$ cat src/rtl/joybus_host_rx.sv
// Host-side Joybus response receiver: synchronises the line, classifies each bit by
// its low-pulse width and assembles MSB-first bytes until the line idles high.
module joybus_host_rx #(
  parameter int SAMPLE_THRESH = 50,
  parameter int GLITCH_MAX    = 5,
  parameter int LOW_MAX       = 125,
  parameter int IDLE_TIMEOUT  = 125
) (
  input  logic       clk,
  input  logic       rst,
  input  logic       rx_en,
  input  logic       JB_RX,
  output logic [7:0] rx_data,
  output logic       rx_valid,
  output logic       rx_busy,
  output logic       rx_done,
  output logic       rx_err,
  output logic [5:0] rx_byte_cnt
);

  typedef enum logic [1:0] {IDLE, LOW, HIGH, ERR_WAIT} state_t;

  localparam logic [6:0] THRESH_C = 7'(SAMPLE_THRESH);
  localparam logic [6:0] GLITCH_C = 7'(GLITCH_MAX);
  // Limits fire on the cycle whose edge would bring the counter to the limit.
  localparam logic [6:0] LOW_LIM  = 7'(LOW_MAX - 1);
  localparam logic [6:0] IDLE_LIM = 7'(IDLE_TIMEOUT - 1);

  state_t      state_q, state_d;
  logic        sync1_q, sync1_d;
  logic        sync2_q, sync2_d;
  logic        prev_q, prev_d;
  logic [6:0]  cnt_q, cnt_d;
  logic [7:0]  shift_q, shift_d;
  logic [3:0]  bit_cnt_q, bit_cnt_d;
  logic        pending_q, pending_d;
  logic        pend_bit_q, pend_bit_d;
  logic [7:0]  rx_data_q, rx_data_d;
  logic        rx_valid_q, rx_valid_d;
  logic        rx_done_q, rx_done_d;
  logic        rx_err_q, rx_err_d;
  logic [5:0]  byte_cnt_q, byte_cnt_d;

  logic fall_s;
  logic started_s;
  logic commit_s;

  always_comb begin
    sync1_d    = JB_RX;
    sync2_d    = sync1_q;
    prev_d     = sync2_q;
    state_d    = state_q;
    cnt_d      = cnt_q + 7'd1;
    shift_d    = shift_q;
    bit_cnt_d  = bit_cnt_q;
    pending_d  = pending_q;
    pend_bit_d = pend_bit_q;
    rx_data_d  = rx_data_q;
    rx_valid_d = 1'b0;
    rx_done_d  = 1'b0;
    rx_err_d   = 1'b0;
    byte_cnt_d = byte_cnt_q;
    commit_s   = 1'b0;

    fall_s    = prev_q & ~sync2_q;
    started_s = pending_q | (bit_cnt_q != 4'd0) | (byte_cnt_q != 6'd0);

    if (!rx_en) begin
      state_d   = IDLE;
      cnt_d     = 7'd0;
      pending_d = 1'b0;
      bit_cnt_d = 4'd0;
    end else begin
      case (state_q)
        IDLE: begin
          cnt_d = 7'd0;
          if (fall_s) begin
            state_d    = LOW;
            byte_cnt_d = 6'd0;
            bit_cnt_d  = 4'd0;
            pending_d  = 1'b0;
          end else begin
            state_d = IDLE;
          end
        end
        LOW: begin
          if (sync2_q) begin
            cnt_d = 7'd0;
            if (cnt_q < GLITCH_C) begin
              state_d = started_s ? HIGH : IDLE;
            end else begin
              pend_bit_d = (cnt_q >= THRESH_C) ? 1'b0 : 1'b1;
              pending_d  = 1'b1;
              state_d    = HIGH;
            end
          end else if (cnt_q == LOW_LIM) begin
            cnt_d    = 7'd0;
            rx_err_d = 1'b1;
            state_d  = ERR_WAIT;
          end else begin
            state_d = LOW;
          end
        end
        HIGH: begin
          if (fall_s) begin
            cnt_d    = 7'd0;
            state_d  = LOW;
            commit_s = pending_q;
          end else if (cnt_q == IDLE_LIM) begin
            // Whatever is still pending here is the stop bit.
            cnt_d     = 7'd0;
            pending_d = 1'b0;
            state_d   = IDLE;
            if ((bit_cnt_q == 4'd0) && (byte_cnt_q != 6'd0)) begin
              rx_done_d = 1'b1;
            end else begin
              rx_err_d = 1'b1;
            end
          end else begin
            state_d = HIGH;
          end
        end
        ERR_WAIT: begin
          cnt_d   = 7'd0;
          state_d = sync2_q ? IDLE : ERR_WAIT;
        end
        default: begin
          cnt_d   = 7'd0;
          state_d = IDLE;
        end
      endcase

      if (commit_s) begin
        shift_d   = {shift_q[6:0], pend_bit_q};
        pending_d = 1'b0;
        if (bit_cnt_q == 4'd7) begin
          rx_data_d  = {shift_q[6:0], pend_bit_q};
          rx_valid_d = 1'b1;
          bit_cnt_d  = 4'd0;
          byte_cnt_d = (byte_cnt_q == 6'd63) ? 6'd63 : byte_cnt_q + 6'd1;
        end else begin
          bit_cnt_d = bit_cnt_q + 4'd1;
        end
      end
    end
  end

  always_ff @(posedge clk) begin
    if (rst) begin
      sync1_q    <= 1'b1;
      sync2_q    <= 1'b1;
      prev_q     <= 1'b1;
      state_q    <= IDLE;
      cnt_q      <= 7'd0;
      shift_q    <= 8'd0;
      bit_cnt_q  <= 4'd0;
      pending_q  <= 1'b0;
      pend_bit_q <= 1'b0;
      rx_data_q  <= 8'd0;
      rx_valid_q <= 1'b0;
      rx_done_q  <= 1'b0;
      rx_err_q   <= 1'b0;
      byte_cnt_q <= 6'd0;
    end else begin
      sync1_q    <= sync1_d;
      sync2_q    <= sync2_d;
      prev_q     <= prev_d;
      state_q    <= state_d;
      cnt_q      <= cnt_d;
      shift_q    <= shift_d;
      bit_cnt_q  <= bit_cnt_d;
      pending_q  <= pending_d;
      pend_bit_q <= pend_bit_d;
      rx_data_q  <= rx_data_d;
      rx_valid_q <= rx_valid_d;
      rx_done_q  <= rx_done_d;
      rx_err_q   <= rx_err_d;
      byte_cnt_q <= byte_cnt_d;
    end
  end

  assign rx_data     = rx_data_q;
  assign rx_valid    = rx_valid_q;
  assign rx_busy     = (state_q != IDLE);
  assign rx_done     = rx_done_q;
  assign rx_err      = rx_err_q;
  assign rx_byte_cnt = byte_cnt_q;

endmodule
$ cat config.mk
export PLATFORM = sky130hd
export DESIGN_NAME = joybus_host_rx
export DESIGN_NICKNAME = d
export VERILOG_FILES = /design/src/rtl/joybus_host_rx.sv
export SDC_FILE = /design/constraint.sdc
export NUM_CORES = 1
export LEC_CHECK = 0
export ABC_AREA = 1
export BUFFER_PORTS_ARGS = -buffer_cell sky130_fd_sc_hd__buf_2
export CAP_MARGIN = 10
export CELL_PAD_IN_SITES_DETAIL_PLACEMENT = 0
export CELL_PAD_IN_SITES_GLOBAL_PLACEMENT = 1
export CORE_ASPECT_RATIO = 1.4
export CORE_MARGIN = 1
export CORE_UTILIZATION = 38
export CTS_BUF_LIST = sky130_fd_sc_hd__clkbuf_16
export CTS_CLUSTER_DIAMETER = 100
export DETAILED_ROUTE_END_ITERATION = 10
export GPL_TIMING_DRIVEN = 0
export PLACE_DENSITY_LB_ADDON = 0.1
export SYNTH_ARGS = -nofsm -noshare
export SYNTH_HDL_FRONTEND = slang
export SYNTH_SLANG_ARGS = --single-unit
$ cat constraint.sdc
create_clock -name clk -period 1.3 [get_ports clk]
set_input_delay 0.13 -clock clk [delete_from_list [all_inputs] [get_ports clk]]
set_output_delay 0.13 -clock clk [all_outputs]
set_load 0.02 [all_outputs]
==> implementation parameters, run 1 <==
Parameter                              Value

Detailed routing
  Post-route DRC    0
  Drt first pass iters    4
  Final routed wirelength across all metal layers    5.23 mm
  Post-route ant nets    0
  Number of vias per cell    4.94
  Routed length per placed instance    13.2 um
  Vias post-DR    1962
  Number of violations reported at the end of detailed-routing iteration 0    62

Yosys
  Synth Area in Compound Gates    12.8%
  Synth area leader    dfxtp_1
  Net count of the mapped netlist    298
  Most frequent cells after synthesis    nand2_1, dfxtp_1, inv_1
  Leading cell type by number of instances after synthesis    nand2_1
  Portion of the post-synthesis area used by sequential elements    40.5%
  Flip-flop and latch count after synthesis    42
  FFs w/ async S/R, synth    0%
  Synthesized-area fraction occupied by xor and xnor cells    1.69%
  Post-synthesis cell area    2080 um2
  Distinct cell type count after synthesis    30
  Cell types with the largest area share after synthesis    dfxtp_1, nand2_1, inv_1
  Portion of netlist area occupied by mux cells    0%
  Share of synthesized cell area in and, or, nand and nor gates    29.8%
  Syn. warnings    0
  Count of flip-flops with a built-in enable after synthesis    0
  Cell count after synthesis    283
  Arithmetic-cell share of the synthesized area counting full adders, half adders and majority gates    6.63%
  Share of the synthesized area in the top cell type    40.5%
  Most common flop cell mapped by yosys    dfxtp_1
  Largest family of logic cells by synthesized area    simple AND/OR/NAND/NOR gates
  Mapped Avg Cell Area    7.34 um2

Critical path
  Critical Path Start Type    flip-flop
  WS Path Type    reg2reg
  Largest fanout of any net on the critical path    8
  CP Data Required Time    1.48 ns
  Data arrival time at the worst-slack endpoint    1.59 ns
  Reg2reg path depth    7
  Type of destination of the critical path    flip-flop

Timing
  Min setup slack post-route    -0.104 ns
  Worst hold slack after final layout    0.0323 ns
  RSZ-0062 raised after global routing    true
  Clock Skews    0.00521 ns
  Slew Limit Fails    0
  Slew at the pin closest to its max-slew limit    0.358 ns
  Final Hold Viols    0
  Final Critical Period    1.40 ns
  Relative slew margins    76.0%
  Fmax achieved    712 MHz
  Total setup violations reported at the end of the flow    22
  Final period utilization    108%

Die
  I/O pins    22
  Starting utilization of the core area    39.7%
  Area enclosed by the die boundary    5770 um2
  Number of standard-cell rows in the floorplan    31
  Die extent in y    89.5 um
  Core footprint    5240 um2
  Die X-Extent    64.5 um

Clocking
  CTS Root Buffer Type    clkbuf_16
  CTS clk-pin slew, worst paths    0.06 ns
  Clock latency at the later pin of the worst-skew pair    0.29 ns
  Number of sinks on the clock net    42
  Max clock buf depth    2
  Number of H-tree branching levels    2
  TritonCTS clock tree    done
  Total clock buffers created by CTS    5

Cells and area
  FF+latch area    862 um2
  Multi-input gate area in the final layout    1370 um2
  Post-layout util    56.3%
  Fraction of layout cells with a size suffix above 1    42.0%
  Number of filler instances in the final layout    514
  Ant diodes    0
  Layout overhead on the synthesized area    41.9%
  Number of nets in the layout    345

Power
  Pwr per Cell Area    957 nW/um2
  IR drop worst, VDD    0.856 mV
  Cell leakage power    0.00124 uW

Run status
  Failing checks    setup timing
  Result of the run    finished with violations

Placed design
  Placed wire-length estimate after detailed placement    3.40 mm
  IO Port Bufs    20
  Worst Setup Slack post-DPL    -0.185 ns
  Gpl congestion    0.785

Global route
  All-Layer GR Usage    20.0%
  Antenna violations before repair    0
  Maximum number of pins on one net before global-route repair    14
  Vias in the first global route    1846
  First-pass GRT wire length    8.69 mm
  GRT overflow    0

Run
  Max Cap Violations    0

Worst hold path
  Worst Hold Class    in2reg
  Count of cells along the worst hold path    2
==> routing by layer <==
| metal | up-vias | wire [um] | global-route usage (%) |
|---|---|---|---|
| li1 | 1016 | - | - |
| met1 | 911 | 2370 | 23.0 |
| met2 | 27 | 2630 | 35.8 |
| met3 | 8 | 126 | 3.95 |
| met4 | 0 | 107 | 8.48 |
| met5 | - | 0 | 0 |
==> report_power, final <==
| part | internal [uW] | switching [uW] |
|---|---|---|
| sequential | 1290 | 7.92 |
| clock | 899 | 519 |
| combinational | 30.3 | 78.7 |
==> per-stage QoR <==
step                TNS, ns  instance area, um2  instances  power, uW
floorplan                 0                2110        283       1390
global placement      -3.06                2290        369       1420
detailed placement    -3.47                2290        369       1420
CTS                   -1.11                2700        392       2860
global route          -4.35                2950        397       2930
finish                -1.17                2950        397       2820
==> state kept, by name, indices dropped and copies added (netlist names) <==
register / flops
rx_err: 1
rx_valid: 1
bit_cnt_q: 4
pending_q: 1
shift_q: 7
rx_done: 1
rx_byte_cnt: 6
sync1_q: 1
state_q: 2
pend_bit_q: 1
rx_data: 8
prev_q: 1
prev_d: 1
cnt_q: 7
==> cells by family (layout without fill, tap and decap cells) <==
logic type	after synthesis	count (layout)
AOI/OAI and AO/OA	51	51
xor gates and xnor gates	4	4
adders and majority gates	11	11
buffers and inverters	45	92
DFF	42	42
and+or+nand+nor	130	131
==> final timing paths <==
check | from | end | slack (ns)
worst max-delay path | state_q[0]$_SDFF_PP0_ | rx_data[7]$_SDFFE_PP0P_ | -0.10
worst min-delay path | JB_RX | sync1_q$_SDFF_PP1_ | 0.03
worst max register to register | state_q[0]$_SDFF_PP0_ | rx_data[7]$_SDFFE_PP0P_ | -0.10
worst min register to register | sync1_q$_SDFF_PP1_ | prev_d$_SDFF_PP1_ | 0.40
==> placed cells by master, fill, tap and decap left out, types with 7 or more instances in the layout <==
| cell type | n |
|---|---|
| nand2_1 | 46 |
| dfxtp_1 | 33 |
| inv_1 | 30 |
| nor2_1 | 23 |
| buf_2 | 20 |
| a21oi_1 | 16 |
| nand3_2 | 14 |
| nand3_1 | 12 |
| buf_4 | 12 |
| o21ai_2 | 10 |
| o21ai_1 | 9 |
| buf_6 | 9 |
| o21ai_0 | 8 |
| nand2_2 | 7 |
==> worst max-delay path, stage by stage (launching register included) <==
cell     delay, ns
dfxtp_2       0.33
inv_2         0.07
ha_4          0.16
nand4_4       0.14
nor2_4        0.26
nand2_4       0.15
o21ai_1       0.14
inv_1         0.04
==> cell type report <==
| cell class | instances | area share, % |
|---|---|---|
| flip-flops and latches | 42 | 29.3 |
| clock buffers | 5 | 4.25 |
| multi-input cells | 197 | 46.4 |
| inverters | 42 | 5.86 |
| clock inverters | 3 | 1.40 |
| plain buffers | 3 | 0.722 |
| repair buffers | 39 | 9.34 |
| well taps | 66 | 2.80 |
==> repair_timing <==
action	4_1_cts	5_1_grt
gates cloned	2	0
buffers inserted	13	6
pin swaps	18	24
endpoints found under the setup margin	35	39
hold buffers	0	0
gates resized for setup	60	57
No activity file was read; power rests on OpenSTA's default activity.
==> inputs of run 2 (changes only) <==
CORE_UTILIZATION = 42   (was 38)
clock period = 1.4 ns   (was 1.3 ns; I/O delays follow)
==> implementation parameters, run 2 (same netlist as run 1, synthesis figures left out) <==
Parameter                              Value

Run status
  Result of the run    complete, no violations

Cells and area
  Highest-count cells in the layout ignoring fill and taps    nand2_1, inv_1, dfxtp_1, nor2_1, buf_2
  Most frequent standard cell in the layout excluding fill and tap cells    nand2_1
  Number of non-filler instances in the completed layout    388 (-2.3%)
  Number of nets in the layout    340 (-1.4%)
  Ant diodes    0 (unchanged)
  Number of flip-flops under the largest register name    8 (unchanged)
  Fraction of layout cells with a size suffix above 1    31.9% (-10 points)
  Layout overhead on the synthesized area    30.2%

Global route
  GR Layer Usage met3    3.96% (+0.0093 points)
  Maximum number of pins on one net before global-route repair    15 (+1)
  All-Layer GR Usage    19.5% (-0.50 points)
  Vias in the first global route    1753 (-5.0%)
  First-pass GRT wire length    7.67 mm (-12%)
  GR met1 Demand/Resource    22.7% (-0.26 points)
  Grt met2 use    33.9% (-1.9 points)
  Peak-usage layer in the global routing report    met2
  Antenna violations before repair    0 (unchanged)
  GRT overflow    0 (unchanged)

Die
  Core footprint    4640 um2 (-11%)
  Number of standard-cell rows in the floorplan    29 (-6.5%)
  Die X-Extent    61.4 um (-4.7%)
  I/O pins    22 (unchanged)
  Area enclosed by the die boundary    5230 um2 (-9.3%)
  Starting utilization of the core area    44.7% (+5.1 points)
  Die extent in y    85.2 um (-4.8%)

Critical path
  Worst reg2reg path endpoint    cnt_q[5]$_SDFF_PP0_
  WS Path Type    reg2reg
  Crit path max-delay cell type    dfxtp_2
  Largest fanout of any net on the critical path    5 (-3)
  Data arrival time at the worst-slack endpoint    1.59 ns (about the same)
  Type of destination of the critical path    flip-flop
  Delay of the slowest cell on the worst path    0.34 ns (about the same)
  Reg2reg path depth    6 (-1)
  Critical Path Start Type    flip-flop
  CP Data Required Time    1.61 ns (+0.13 ns)
  Crit path top cell by count    inv_1
  RR Startpoint    state_q[1]$_SDFF_PP0_
  Cells traversed along the worst timing path    inv_1, ha_1, inv_1, a21oi_2, nand3_2, nor3b_2
  Internal reg-to-reg setup slack    0.02 ns (+0.13 ns)

Detailed routing
  Vias post-DR    1891 (-3.6%)
  Post-route DRC    0 (unchanged)
  Routed length per placed instance    12.1 um (-7.9%)
  Drt first pass iters    4 (unchanged)
  Number of vias per cell    4.87 (-1.4%)
  Number of violations reported at the end of detailed-routing iteration 0    55 (-11%)
  Final routed wirelength across all metal layers    4.71 mm (-10%)
  Post-route ant nets    0 (unchanged)

Power
  IR drop worst, VDD    0.670 mV (-22%)
  Pwr per Cell Area    901 nW/um2 (-5.8%)
  Overall power consumption    2440 uW (-14%)
  Cell leakage power    0.00116 uW (-6.6%)

Run
  Max Cap Violations    0 (unchanged)

Timing
  Final Hold Viols    0 (unchanged)
  RSZ-0062 raised after global routing    true
  Relative slew margins    79.5% (+3.5 points)
  Total setup violations reported at the end of the flow    0 (-100%)
  Final Critical Period    1.38 ns (-0.0253 ns)
  Min setup slack post-route    0.0210 ns (+0.125 ns)
  Slew Limit Fails    0 (unchanged)
  Fmax achieved    725 MHz (+1.8%)
  Clock Skews    0.00392 ns (-0.00128 ns)
  Slew at the pin closest to its max-slew limit    0.305 ns (-0.0527 ns)
  Final period utilization    98.5% (-9.5 points)

Worst hold path
  Count of cells along the worst hold path    2 (unchanged)
  Hold path endpoint    sync1_q$_SDFF_PP1_
  Worst Hold Class    in2reg
  Hold path startpoint    JB_RX

Placed design
  Number of placed cells counting well taps    365 (-1.1%)
  Gpl congestion    0.825 (+5.1%)
  Placed wire-length estimate after detailed placement    3.32 mm (-2.3%)
  IO Port Bufs    20 (unchanged)
  Worst Setup Slack post-DPL    -0.180 ns (+0.00514 ns)

Clocking
  CTS Root Buffer Type    clkbuf_16
  CTS clk-pin slew, worst paths    0.06 ns (about the same)
  Quantity of hold-fixing buffers added after cts    0 (unchanged)
  Total clock buffers created by CTS    5 (unchanged)
  Max clock buf depth    2 (unchanged)
  Number of H-tree branching levels    2 (unchanged)
  Clock latency at the later pin of the worst-skew pair    0.28 ns (about the same)
  TritonCTS clock tree    done
  Number of sinks on the clock net    42 (unchanged)
## run 2: layer usage
layer / up-vias / wire length (um) / part of all wire, %
li1: 1000 / - / -
met5: - / 0 / 0
met2: 30 / 2410 / 51
met1: 854 / 2100 / 45
met4: 0 / 80 / 1.7
met3: 7 / 126 / 2.7
## run 2: layout make-up
type | count | area, um2
sequential | 42 | 857
clock inverter | 3 | 21.3
multi-input combinational | 196 | 1210
inverter | 42 | 165
clock buffer | 5 | 125
fill | 487 | 1940
timing repair buffer | 35 | 223
tap | 62 | 77.6
buffer | 3 | 21.3
## run 2: repair_timing
action,in CTS,in global routing
pin swaps,7,21
endpoints found under the setup margin,26,31
gates resized for setup,17,52
setup buffers,8,7
## run 2: worst max-delay path: cells and delay by family, from the launching register on
family                     cells  cell delay (ns)
adders and majority gates      1             0.25
DFF                            1             0.34
AOI/OAI and AO/OA              1             0.17
and+or+nand+nor                2             0.36
buffers and inverters          2             0.19
## run 2: worst max-delay path by stage
stage / from / to / slack [ns] / cells after the start
after CTS: state_q[0]$_SDFF_PP0_ / rx_data[7]$_SDFFE_PP0P_ / 0.0002 / 7
after detailed placement: state_q[0]$_SDFF_PP0_ / rx_data[7]$_SDFFE_PP0P_ / -0.18 / 7
after floorplan: state_q[0]$_SDFF_PP0_ / rx_byte_cnt[5]$_SDFFE_PP0P_ / 0.03 / 9
final: state_q[1]$_SDFF_PP0_ / cnt_q[5]$_SDFF_PP0_ / 0.02 / 6
after global placement: state_q[0]$_SDFF_PP0_ / rx_byte_cnt[5]$_SDFFE_PP0P_ / -0.19 / 9
after global routing: state_q[0]$_SDFF_PP0_ / rx_byte_cnt[2]$_SDFFE_PP0P_ / -0.08 / 9
## run 2: report_power, final
group          leakage [uW]  switching [uW]  total, uW  internal, uW
Combinational      0.000750            63.8       89.4          25.6
Sequential         0.000343            6.92       1200          1200
Clock             0.0000698             485       1150           660
## run 2: through the flow
step | util (%) | setup TNS, ns | instance area [um2] | hold WS, ns
after floorplan | - | 0 | 2080 | 0.244
after global placement | 48.6 | -2.00 | 2260 | 0.327
after detailed placement | 48.6 | -2.12 | 2260 | 0.334
after CTS | 54.1 | 0 | 2510 | 0.0384
after global routing | 58.2 | -0.759 | 2710 | 0.0446
final | 58.2 | 0 | 2710 | 0.0427
